<file path="config.mk">
export PLATFORM = sky130hd
export DESIGN_NAME = shifter_operand_unit
export DESIGN_NICKNAME = d
export VERILOG_FILES = /design/src/rtl/shifter_pkg.sv /design/src/rtl/barrel_core.sv /design/src/rtl/shifter_operand_unit.sv
export SDC_FILE = /design/constraint.sdc
export NUM_CORES = 1
export LEC_CHECK = 0
export CORE_UTILIZATION = 45
export DETAILED_ROUTE_END_ITERATION = 7
export PLACE_DENSITY_LB_ADDON = 0.12
export SYNTH_ARGS = -nofsm -noshare
export SYNTH_HDL_FRONTEND = slang
export SYNTH_SLANG_ARGS = --single-unit
</file>
<file path="constraint.sdc">
create_clock -name clk -period 3.2 [get_ports clk]
set_input_delay 0.64 -clock clk [delete_from_list [all_inputs] [get_ports clk]]
set_output_delay 0.64 -clock clk [all_outputs]
set_load 0.03 [all_outputs]
</file>
<file path="src/rtl/shifter_pkg.sv">
// rtl/shifter_pkg.sv - shift-type constants, FSM states and operand forms (SHIFT_BY_REG_EN)
package shifter_pkg;

    localparam logic [1:0] SHIFT_LSL = 2'b00;
    localparam logic [1:0] SHIFT_LSR = 2'b01;
    localparam logic [1:0] SHIFT_ASR = 2'b10;
    localparam logic [1:0] SHIFT_ROR = 2'b11;

`ifdef SHIFT_BY_REG_EN
    typedef enum logic [1:0] {IDLE, RS_WAIT, OUT} state_t;
`else
    typedef enum logic [1:0] {IDLE, OUT} state_t;
`endif

    typedef enum logic [1:0] {IMM_ROT, IMM_SHIFT, REG_SHIFT, ILLEGAL} form_t;

    function automatic form_t decode_form(input logic [31:0] ins);
        if (ins[25]) return IMM_ROT;
        if (!ins[4]) return IMM_SHIFT;
        if (!ins[7]) return REG_SHIFT;
        return ILLEGAL;
    endfunction

endpackage

</file>
<file path="src/rtl/barrel_core.sv">
// rtl/barrel_core.sv - combinational ARM shifter for amounts 0..255
module barrel_core
    import shifter_pkg::*;
(
    input  logic [31:0] rm,
    input  logic [1:0]  shift_type,
    input  logic [7:0]  amount,
    input  logic        carry_in,
    output logic [31:0] result,
    output logic        carry
);

    logic [4:0]  k;
    logic [4:0]  lsl_idx;
    logic [4:0]  r_idx;
    logic [31:0] rot;

    always_comb begin
        k       = amount[4:0];
        lsl_idx = 5'(6'd32 - {1'b0, k});
        r_idx   = k - 5'd1;
        rot     = (rm >> k) | (rm << (6'd32 - {1'b0, k}));
        result  = rm;
        carry   = carry_in;
        if (amount != 8'd0) begin
            case (shift_type)
                SHIFT_LSL: begin
                    if (amount < 8'd32) begin
                        result = rm << k;
                        carry  = rm[lsl_idx];
                    end else begin
                        result = 32'd0;
                        carry  = (amount == 8'd32) ? rm[0] : 1'b0;
                    end
                end
                SHIFT_LSR: begin
                    if (amount < 8'd32) begin
                        result = rm >> k;
                        carry  = rm[r_idx];
                    end else begin
                        result = 32'd0;
                        carry  = (amount == 8'd32) ? rm[31] : 1'b0;
                    end
                end
                SHIFT_ASR: begin
                    if (amount < 8'd32) begin
                        result = $signed(rm) >>> k;
                        carry  = rm[r_idx];
                    end else begin
                        result = {32{rm[31]}};
                        carry  = rm[31];
                    end
                end
                default: begin
                    // Multiples of 32 leave Rm in place but still report bit 31 as carry
                    if (k == 5'd0) begin
                        result = rm;
                        carry  = rm[31];
                    end else begin
                        result = rot;
                        carry  = rm[r_idx];
                    end
                end
            endcase
        end
    end

endmodule

</file>
<file path="src/rtl/shifter_operand_unit.sv">
// rtl/shifter_operand_unit.sv - addressing-mode-1 operand producer; SHIFT_BY_REG_EN enables Rs-shift form
module shifter_operand_unit #(
    parameter int DATA_W = 32
) (
    input  logic              clk,
    input  logic              reset,
    input  logic              instr_valid,
    output logic              instr_ready,
    input  logic [31:0]       instr,
    input  logic [DATA_W-1:0] rm_data,
    input  logic              carry_in,
    output logic              rs_rd_req,
    output logic [3:0]        rs_rd_addr,
    input  logic              rs_rd_ack,
    input  logic [DATA_W-1:0] rs_rd_data,
    output logic              op_valid,
    input  logic              op_ready,
    output logic [DATA_W-1:0] op_out,
    output logic              op_carry,
    output logic              op_illegal
);
    import shifter_pkg::*;

    state_t      state, state_nxt;
    form_t       form;
    logic [31:0] bc_rm, bc_result;
    logic [1:0]  bc_type;
    logic [7:0]  bc_amt;
    logic        bc_cin, bc_carry;
    logic [31:0] res_op;
    logic        res_carry, res_illegal;
    logic        op_load, cap_load, needs_rs, is_illegal;

    assign form = decode_form(instr);

`ifdef SHIFT_BY_REG_EN
    logic [31:0] cap_rm;
    logic [1:0]  cap_type;
    logic        cap_carry;
    logic [3:0]  cap_rs_idx;
    logic        unused_bits;

    assign needs_rs    = (form == REG_SHIFT);
    assign is_illegal  = (form == ILLEGAL);
    assign rs_rd_req   = (state == RS_WAIT);
    assign rs_rd_addr  = rs_rd_req ? cap_rs_idx : 4'd0;
    assign unused_bits = ^{instr[31:26], instr[24:12], rs_rd_data[31:8]};

    always_ff @(posedge clk or posedge reset) begin
        if (reset) begin
            cap_rm     <= 32'd0;
            cap_type   <= 2'd0;
            cap_carry  <= 1'b0;
            cap_rs_idx <= 4'd0;
        end else if (cap_load) begin
            cap_rm     <= rm_data;
            cap_type   <= instr[6:5];
            cap_carry  <= carry_in;
            cap_rs_idx <= instr[11:8];
        end
    end
`else
    logic unused_bits;

    // Register-shift encodings are reported as illegal when Rs reads are not built in
    assign needs_rs    = 1'b0;
    assign is_illegal  = (form == ILLEGAL) || (form == REG_SHIFT);
    assign rs_rd_req   = 1'b0;
    assign rs_rd_addr  = 4'd0;
    assign unused_bits = ^{instr[31:26], instr[24:12], rs_rd_ack, rs_rd_data, cap_load};
`endif

    always_comb begin
        bc_rm   = rm_data;
        bc_type = instr[6:5];
        bc_amt  = {3'b000, instr[11:7]};
        bc_cin  = carry_in;
`ifdef SHIFT_BY_REG_EN
        if (state == RS_WAIT) begin
            bc_rm   = cap_rm;
            bc_type = cap_type;
            bc_amt  = rs_rd_data[7:0];
            bc_cin  = cap_carry;
        end else
`endif
        if (form == IMM_ROT) begin
            bc_rm   = {24'd0, instr[7:0]};
            bc_type = SHIFT_ROR;
            bc_amt  = {3'b000, instr[11:8], 1'b0};
        end else if (form == IMM_SHIFT && instr[11:7] == 5'd0 && instr[6:5] != SHIFT_LSL) begin
            // LSR#0 and ASR#0 encode a shift by 32; ROR#0 (RRX) is patched below
            bc_amt = 8'd32;
        end
    end

    always_comb begin
        res_op      = bc_result;
        res_carry   = bc_carry;
        res_illegal = 1'b0;
        state_nxt   = state;
        op_load     = 1'b0;
        cap_load    = 1'b0;
        if (state == IDLE) begin
            if (is_illegal) begin
                res_op      = 32'd0;
                res_carry   = carry_in;
                res_illegal = 1'b1;
            end else if (form == IMM_SHIFT && instr[11:7] == 5'd0 && instr[6:5] == SHIFT_ROR) begin
                res_op    = {carry_in, rm_data[31:1]};
                res_carry = rm_data[0];
            end
        end
        case (state)
            IDLE: begin
                if (instr_valid) begin
                    if (needs_rs) begin
                        cap_load  = 1'b1;
`ifdef SHIFT_BY_REG_EN
                        state_nxt = RS_WAIT;
`endif
                    end else begin
                        op_load   = 1'b1;
                        state_nxt = OUT;
                    end
                end
            end
`ifdef SHIFT_BY_REG_EN
            RS_WAIT: begin
                if (rs_rd_ack) begin
                    op_load   = 1'b1;
                    state_nxt = OUT;
                end
            end
`endif
            OUT: begin
                if (op_ready) state_nxt = IDLE;
            end
            default: state_nxt = IDLE;
        endcase
    end

    always_ff @(posedge clk or posedge reset) begin
        if (reset) begin
            state      <= IDLE;
            op_out     <= '0;
            op_carry   <= 1'b0;
            op_illegal <= 1'b0;
        end else begin
            state <= state_nxt;
            if (op_load) begin
                op_out     <= res_op;
                op_carry   <= res_carry;
                op_illegal <= res_illegal;
            end
        end
    end

    assign instr_ready = (state == IDLE);
    assign op_valid    = (state == OUT);

    barrel_core u_barrel_core (
        .rm         (bc_rm),
        .shift_type (bc_type),
        .amount     (bc_amt),
        .carry_in   (bc_cin),
        .result     (bc_result),
        .carry      (bc_carry)
    );

endmodule

</file>
After elaboration in Yosys (flattened, before gate mapping)
Cells that the tools add are included.
Storage, ports and cells
  input bits: 102
  register bits after elaboration: 36
  logic and storage cells: 83
  output and inout port bits: 41
Cells by class
  mux-type cells: 47
  bitwise operators: 1
  magnitude comparators: 3
  reductions and logical operators: 12
  shift operators: 4
  $add $sub $neg: 2
  equality and inequality tests: 10
Operators by type and width (count)
  $mux W32: 9
  $pmux W32 S3: 1
  $or A32 B32 Y32: 1
  $shl A32 B5 Y32: 1
  $shl A32 B6 Y32: 1
  $shr A32 B5 Y32: 1
  $sshr A32 B5 Y32: 1
  $mux W1: 22
  $mux W2: 9
  $lt A5 B6 Y1 const B: 2
  $mux W6: 2
  $bmux W1 S5: 2
  $logic_not A5 Y1: 2
  $eq A2 B2 Y1 const B: 4
  $reduce_bool A8 Y1: 1
  $eq A2 B1 Y1 const B: 3
  $eq A6 B6 Y1 const B: 1
  $logic_not A2 Y1: 3
  $lt A6 B6 Y1 const B: 1
  $sub A6 B5 Y6 const A: 1
  $sub A5 B1 Y5 const B: 1
  $pmux W2 S2: 1
  $logic_and A1 B1 Y1: 3
  $pmux W1 S3: 1
  5 further kinds: 5

Longest topological paths before layout
  depth after elaboration: 21
  gate-level depth with buffers: 16
  gate-level depth less buffers: 12

Hierarchy
A second synthesis with hierarchy kept.
Unflattened totals
  cell total of the unflattened synthesis: 1216
  area total of the unflattened synthesis: 10377.5 µm²
Modules (own cells, without submodules)
  barrel_core: cells an instance 1011, seq. area each 0.0 µm², instances 1, area an instance 8381.8 µm²
  shifter_operand_unit: cells an instance 205, seq. area each 875.8 µm², instances 1, area an instance 1995.7 µm²

Worst setup path after synthesis
Ideal clock, no wire load.
  path type: input to register
  from: input instr[8]
  to: register op_out[18]
  data required time: 3.058 ns
  cell stages on the path: 14
  data arrival time: 3.547 ns
  buffers on the path: 6
  library setup time: 0.142 ns
  path slack: -0.489 ns
  cells stage by stage: buf_2 inv_1 buf_2 buf_2 buf_1 ha_1 clkinv_1 buf_2 clkbuf_1 nand3_1 a21boi_1 mux2_2 a211oi_1 o221ai_1
Between the ends
  cells in the longest elaborated chain, start to end: 14
  elaborated cells on any way between the ends: 24
  those cells by class: 1 x add/sub; 1 x order compare; 4 x shift; 11 x mux; 1 x bitwise; 6 x reduce/logical
Ends and longest elaborated chain
  start: declaration: RTL line shifter_operand_unit.sv:9  | input logic [31:0] instr,
  $logic_not A5 Y1: RTL line shifter_operand_unit.sv:90, shifter_operand_unit.sv:108
  $logic_and A1 B1 Y1: RTL line shifter_operand_unit.sv:90, shifter_operand_unit.sv:108
  $logic_and A1 B1 Y1: RTL line shifter_operand_unit.sv:90  | end else if (form == IMM_SHIFT && instr[11:7] == 5'd0 && instr[6:5] != SHIFT_LSL) begin
  $mux W6: RTL line shifter_operand_unit.sv:90
  $mux W6: RTL line shifter_operand_unit.sv:86  | if (form == IMM_ROT) begin
  $sub A6 B5 Y6: RTL line barrel_core.sv:22  | rot = (rm >> k) | (rm << (6'd32 - {1'b0, k}));
  $shl A32 B6 Y32: RTL line barrel_core.sv:22
  $or A32 B32 Y32: RTL line barrel_core.sv:22
  $mux W32: RTL line barrel_core.sv:56  | if (k == 5'd0) begin
  $pmux W32 S3: RTL line barrel_core.sv:26  | case (shift_type)
  $mux W32: RTL line barrel_core.sv:25  | if (amount != 8'd0) begin
  $mux W32: RTL line shifter_operand_unit.sv:108  | end else if (form == IMM_SHIFT && instr[11:7] == 5'd0 && instr[6:5] == SHIFT_ROR) begin
  $mux W32: RTL line shifter_operand_unit.sv:104  | if (is_illegal) begin
  $mux W32 (*): RTL line shifter_operand_unit.sv:103  | if (state == IDLE) begin
  end signal: assignment: RTL line shifter_operand_unit.sv:151  | op_out <= res_op;
  end: declaration: RTL line shifter_operand_unit.sv:18  | output logic [DATA_W-1:0] op_out,
Every way passes the cells marked *; elsewhere a longest branch is shown, timed or not.
A chain may end at the register's enable or synchronous reset.

Worst setup path after layout
  from: input instr[4]
  to: register op_out[14]
Between the ends
  cells in the longest elaborated chain, start to end: 19
  elaborated cells on any way between the ends: 40
  those cells by class: 1 x add/sub; 1 x order compare; 5 x eq/ne; 4 x shift; 20 x mux; 1 x bitwise; 8 x reduce/logical
Ends and longest elaborated chain
  $mux W2: RTL line shifter_pkg.sv:19  | if (!ins[4]) return IMM_SHIFT;
  $mux W2: RTL line shifter_pkg.sv:20  | if (!ins[7]) return REG_SHIFT;
  $mux W2: RTL line shifter_pkg.sv:21  | return ILLEGAL;
  $mux W2: RTL line shifter_pkg.sv:20
  $mux W2: RTL line shifter_pkg.sv:19
  $eq A2 B1 Y1: RTL line shifter_operand_unit.sv:90, shifter_operand_unit.sv:108
  $logic_and A1 B1 Y1: RTL line shifter_operand_unit.sv:90, shifter_operand_unit.sv:108
  $logic_and A1 B1 Y1: RTL line shifter_operand_unit.sv:90
  [3 not listed]
  $shl A32 B6 Y32: RTL line barrel_core.sv:22
  $or A32 B32 Y32: RTL line barrel_core.sv:22
  $mux W32: RTL line barrel_core.sv:56
  $pmux W32 S3: RTL line barrel_core.sv:26
  $mux W32: RTL line barrel_core.sv:25
  $mux W32: RTL line shifter_operand_unit.sv:108
  $mux W32: RTL line shifter_operand_unit.sv:104
  $mux W32 (*): RTL line shifter_operand_unit.sv:103
Every way passes the cells marked *; elsewhere a longest branch is shown, timed or not. The select of a mux whose other input is x is not followed.

==> qor.csv <==
stage,metric,value,unit
routing,DRC,22,
timing,final slew viol count,0,
layout,most frequent cells in the layout,"buf_4, nand2_1, nor2_1, a21oi_1, o21ai_0",
logic_synthesis,Yosys warnings,0,
layout,post-route insts no fill,1998,
routing,1st-iter DRT viols,2510,
logic_synthesis,Yosys cell types,87,
timing,skew final,4.04,ps
place,number of port buffers,85,
clock_tree,clock transition at the registers of the reported paths,50,ps
logic_synthesis,largest family of logic cells by synthesized area,compound AO/OA/AOI/OAI gates,
logic_synthesis,Synth Area in Adders,0.268,%
die,std cell rows,52,
timing,Setup-failing EPs final,2,
place,Placed Cells,1989,
global_routing,vias in the first global route,13700,
worst_setup_path,Setup CP Type,primary input to register,
worst_setup_path,CP Launch Point,instr[4],
global_routing,pin count of the biggest net entering global routing,63,
power_and_ir_drop,Peak VDD IR,0.195,mV
routing,vias per cell,7.25,
timing,worst relative slew slack,45.6,%
outcome,failing checks,"DRC, setup timing",
logic_synthesis,post-synthesis xor/xnor area fraction,0.188,%
global_routing,initial antenna violation count,3,
clock_tree,Root Driver,clkbuf_16,
min_path,min-delay src,op_illegal,
timing,f_max,0.305,GHz
die,Initial Util,46.0,%
timing,Final period util,102,%
place,gp weighted congestion,1.19,
timing,Hold WS,472,ps
timing,Tightest Pin Transition,812,ps
logic_synthesis,Synth Flop Type,dfrtp_1,
global_routing,GRT overflow,0,
place,post-DP HPWL,50000,um
timing,worst setup margin,-75.0,ps
routing,First-pass DRT Iterations,8,
clock_tree,clk buf depth,2,
worst_setup_path,WP data required,3350,ps
min_path,HP Class,register to register,
logic_synthesis,fraction of registers with async set/reset,100,%
outcome,run status,finished with violations,
logic_synthesis,proportion of synthesized area in mux cells,20.5,%
die,Die Area,0.0213,mm^2
clock_tree,Clock Latency Late Sink,290,ps
worst_setup_path,CP arrival,3420,ps
power_and_ir_drop,static leakage,5.65,nW
layout,Final nets,1830,
routing,Total Wirelength,62000,um
logic_synthesis,Area contributors post-synth,"dfrtp_1, mux4_2, mux2i_1",
die,Die Width,146,um
layout,layout cell share with drive strength beyond 1,32.5,%
clock_tree,setup bufs post-CTS,0,
flow_run,Max-Cap Viols,0,
timing,fin crit period,3270,ps
logic_synthesis,Yosys top cell area share,9.38,%
layout,"most common cell after layout, fill and taps aside",buf_4,
die,Core Box Area,0.0203,mm^2
routing,Vias,14500,
die,I/O pin cnt,143,
timing,final hold vios,0,
logic_synthesis,Post-synth EDFFs,0,
logic_synthesis,fraction of the mapped netlist area in compound gates,38.6,%
logic_synthesis,mean post-synth cell area,6.92,um^2
worst_setup_path,Worst R2R Start,state[0],
worst_setup_path,"Max FO, Critical Path",3,
layout,Layout area overhead,43.9,%
logic_synthesis,synthesized area,0.00934,mm^2
power_and_ir_drop,power per cell area,307,mW/mm^2
routing,antenna-violating nets left,0,
worst_setup_path,crit start category,primary input,
logic_synthesis,Simple-Gate Fraction of Synth Area,22.9,%
worst_setup_path,Crit. End Element,register,
clock_tree,CTS tree,done,
clock_tree,total CTS buffers,5,
logic_synthesis,Synth area leader,dfrtp_1,
die,die height,146,um
global_routing,GRT Util Overall,57.6,%
clock_tree,CTS sink cnt,35,
clock_tree,CTS HTree Levels,2,
routing,average wire per cell in the routed design,31.0,um
logic_synthesis,register bit total from synthesis,35,
logic_synthesis,sequential fraction of the synthesis area,9.38,%
logic_synthesis,post-synthesis instance total,1349,
global_routing,global-route wire length before repair,89900,um
kinds of logic after synthesis:
logic type / count (synthesis)
other cells: 1
simple gates: 468
buf+inv: 161
fa+ha+maj: 2
mux: 145
compound gates: 535
flops: 35
xor+xnor: 2
flip-flops by register name, indices dropped and copies added (netlist names):
name        flops
op_out         32
op_carry        1
op_illegal      1
state           1
cell type report:
class | count | area, um^2
sequential | 35 | 876
timing repair buffer | 508 | 4190
clock buffer | 6 | 139
tap | 270 | 338
clock inverter | 1 | 5.00
inverter | 19 | 72.6
antenna | 2 | 5.00
fill | 1865 | 6860
multi-input combinational | 1157 | 7810
synth_stat cells, drive strengths merged (6+ instances only):
| library cell | instances |
|---|---|
| a21boi | 7 |
| a31oi | 26 |
| nand2b | 15 |
| a32oi | 10 |
| mux2i | 65 |
| nand2 | 162 |
| a2111oi | 7 |
| nor2b | 15 |
| nor3 | 38 |
| o2111ai | 10 |
| inv | 18 |
| or2 | 7 |
| o21ai | 111 |
| a21oi | 126 |
| and3 | 12 |
| buf | 72 |
| a211oi | 37 |
| nand4 | 7 |
| a22oi | 25 |
| nor4 | 7 |
| a221oi | 14 |
| mux4 | 32 |
| dfrtp | 35 |
| nor2 | 140 |
| a221o | 6 |
| o21a | 6 |
| mux2 | 48 |
| o22ai | 21 |
| a21o | 7 |
| a22o | 8 |
| o221ai | 14 |
| o311ai | 6 |
| o31ai | 10 |
| clkbuf | 70 |
| nand3 | 45 |
| o21bai | 6 |
| o211ai | 24 |
timing repair:
item	4_1_cts	5_1_grt
gates resized for setup	3	19
hold buffers	0	0
setup endpoints to repair	2	16
pin swaps	0	1
report_power, final:
part | switching (mW) | total, mW | internal (mW)
clock network | 0.198 | 0.502 | 0.304
logic | 1.78 | 3.03 | 1.24
registers | 0.0620 | 0.602 | 0.540
path summary, 6_finish.rpt:
kind / endpoint / slack [ps] / cells after the start
hold / removal: op_illegal / 470 / 1
setup / recovery: op_out[14] / -70 / 9
setup reg to reg: op_carry / 880 / 8
min in group asynchronous: op_out[29] / 780 / 3
hold reg to reg: op_illegal / 470 / 1
max in group asynchronous: op_out[7] / 2070 / 3
per-stage QoR:
step	power (mW)	setup TNS [ps]	area, um^2	utilization, %	worst slack (ps)
floorplan	2.02	0	9380	-	26.0
global placement	3.41	-2720	13200	65.0	-437
detailed placement	3.44	-3630	13200	65.0	-625
CTS	3.95	0	13400	65.8	8.09
global route	4.24	-120	13400	66.2	-120
finish	4.13	-96.2	13400	66.2	-75.0
metal layers:
layer | GRT usage [%] | vias to the layer above | part of all wire, %
met5 | 0 | - | 0.021
met4 | 45.3 | 2 | 10
met3 | 26.0 | 438 | 17
met2 | 80.0 | 1445 | 38
met1 | 68.6 | 6633 | 35
li1 | - | 5969 | -
critical path, cell delays in order:
cell and delay (ps):
clkdlybuf4s50_1 490, nor2b_1 340, a21oi_1 160, mux2_2 310, mux2i_1 460, o22ai_1 240, buf_4 180, a32oi_1 400
o211ai_1 180
Note: power is estimated with default switching activity, not from simulation.
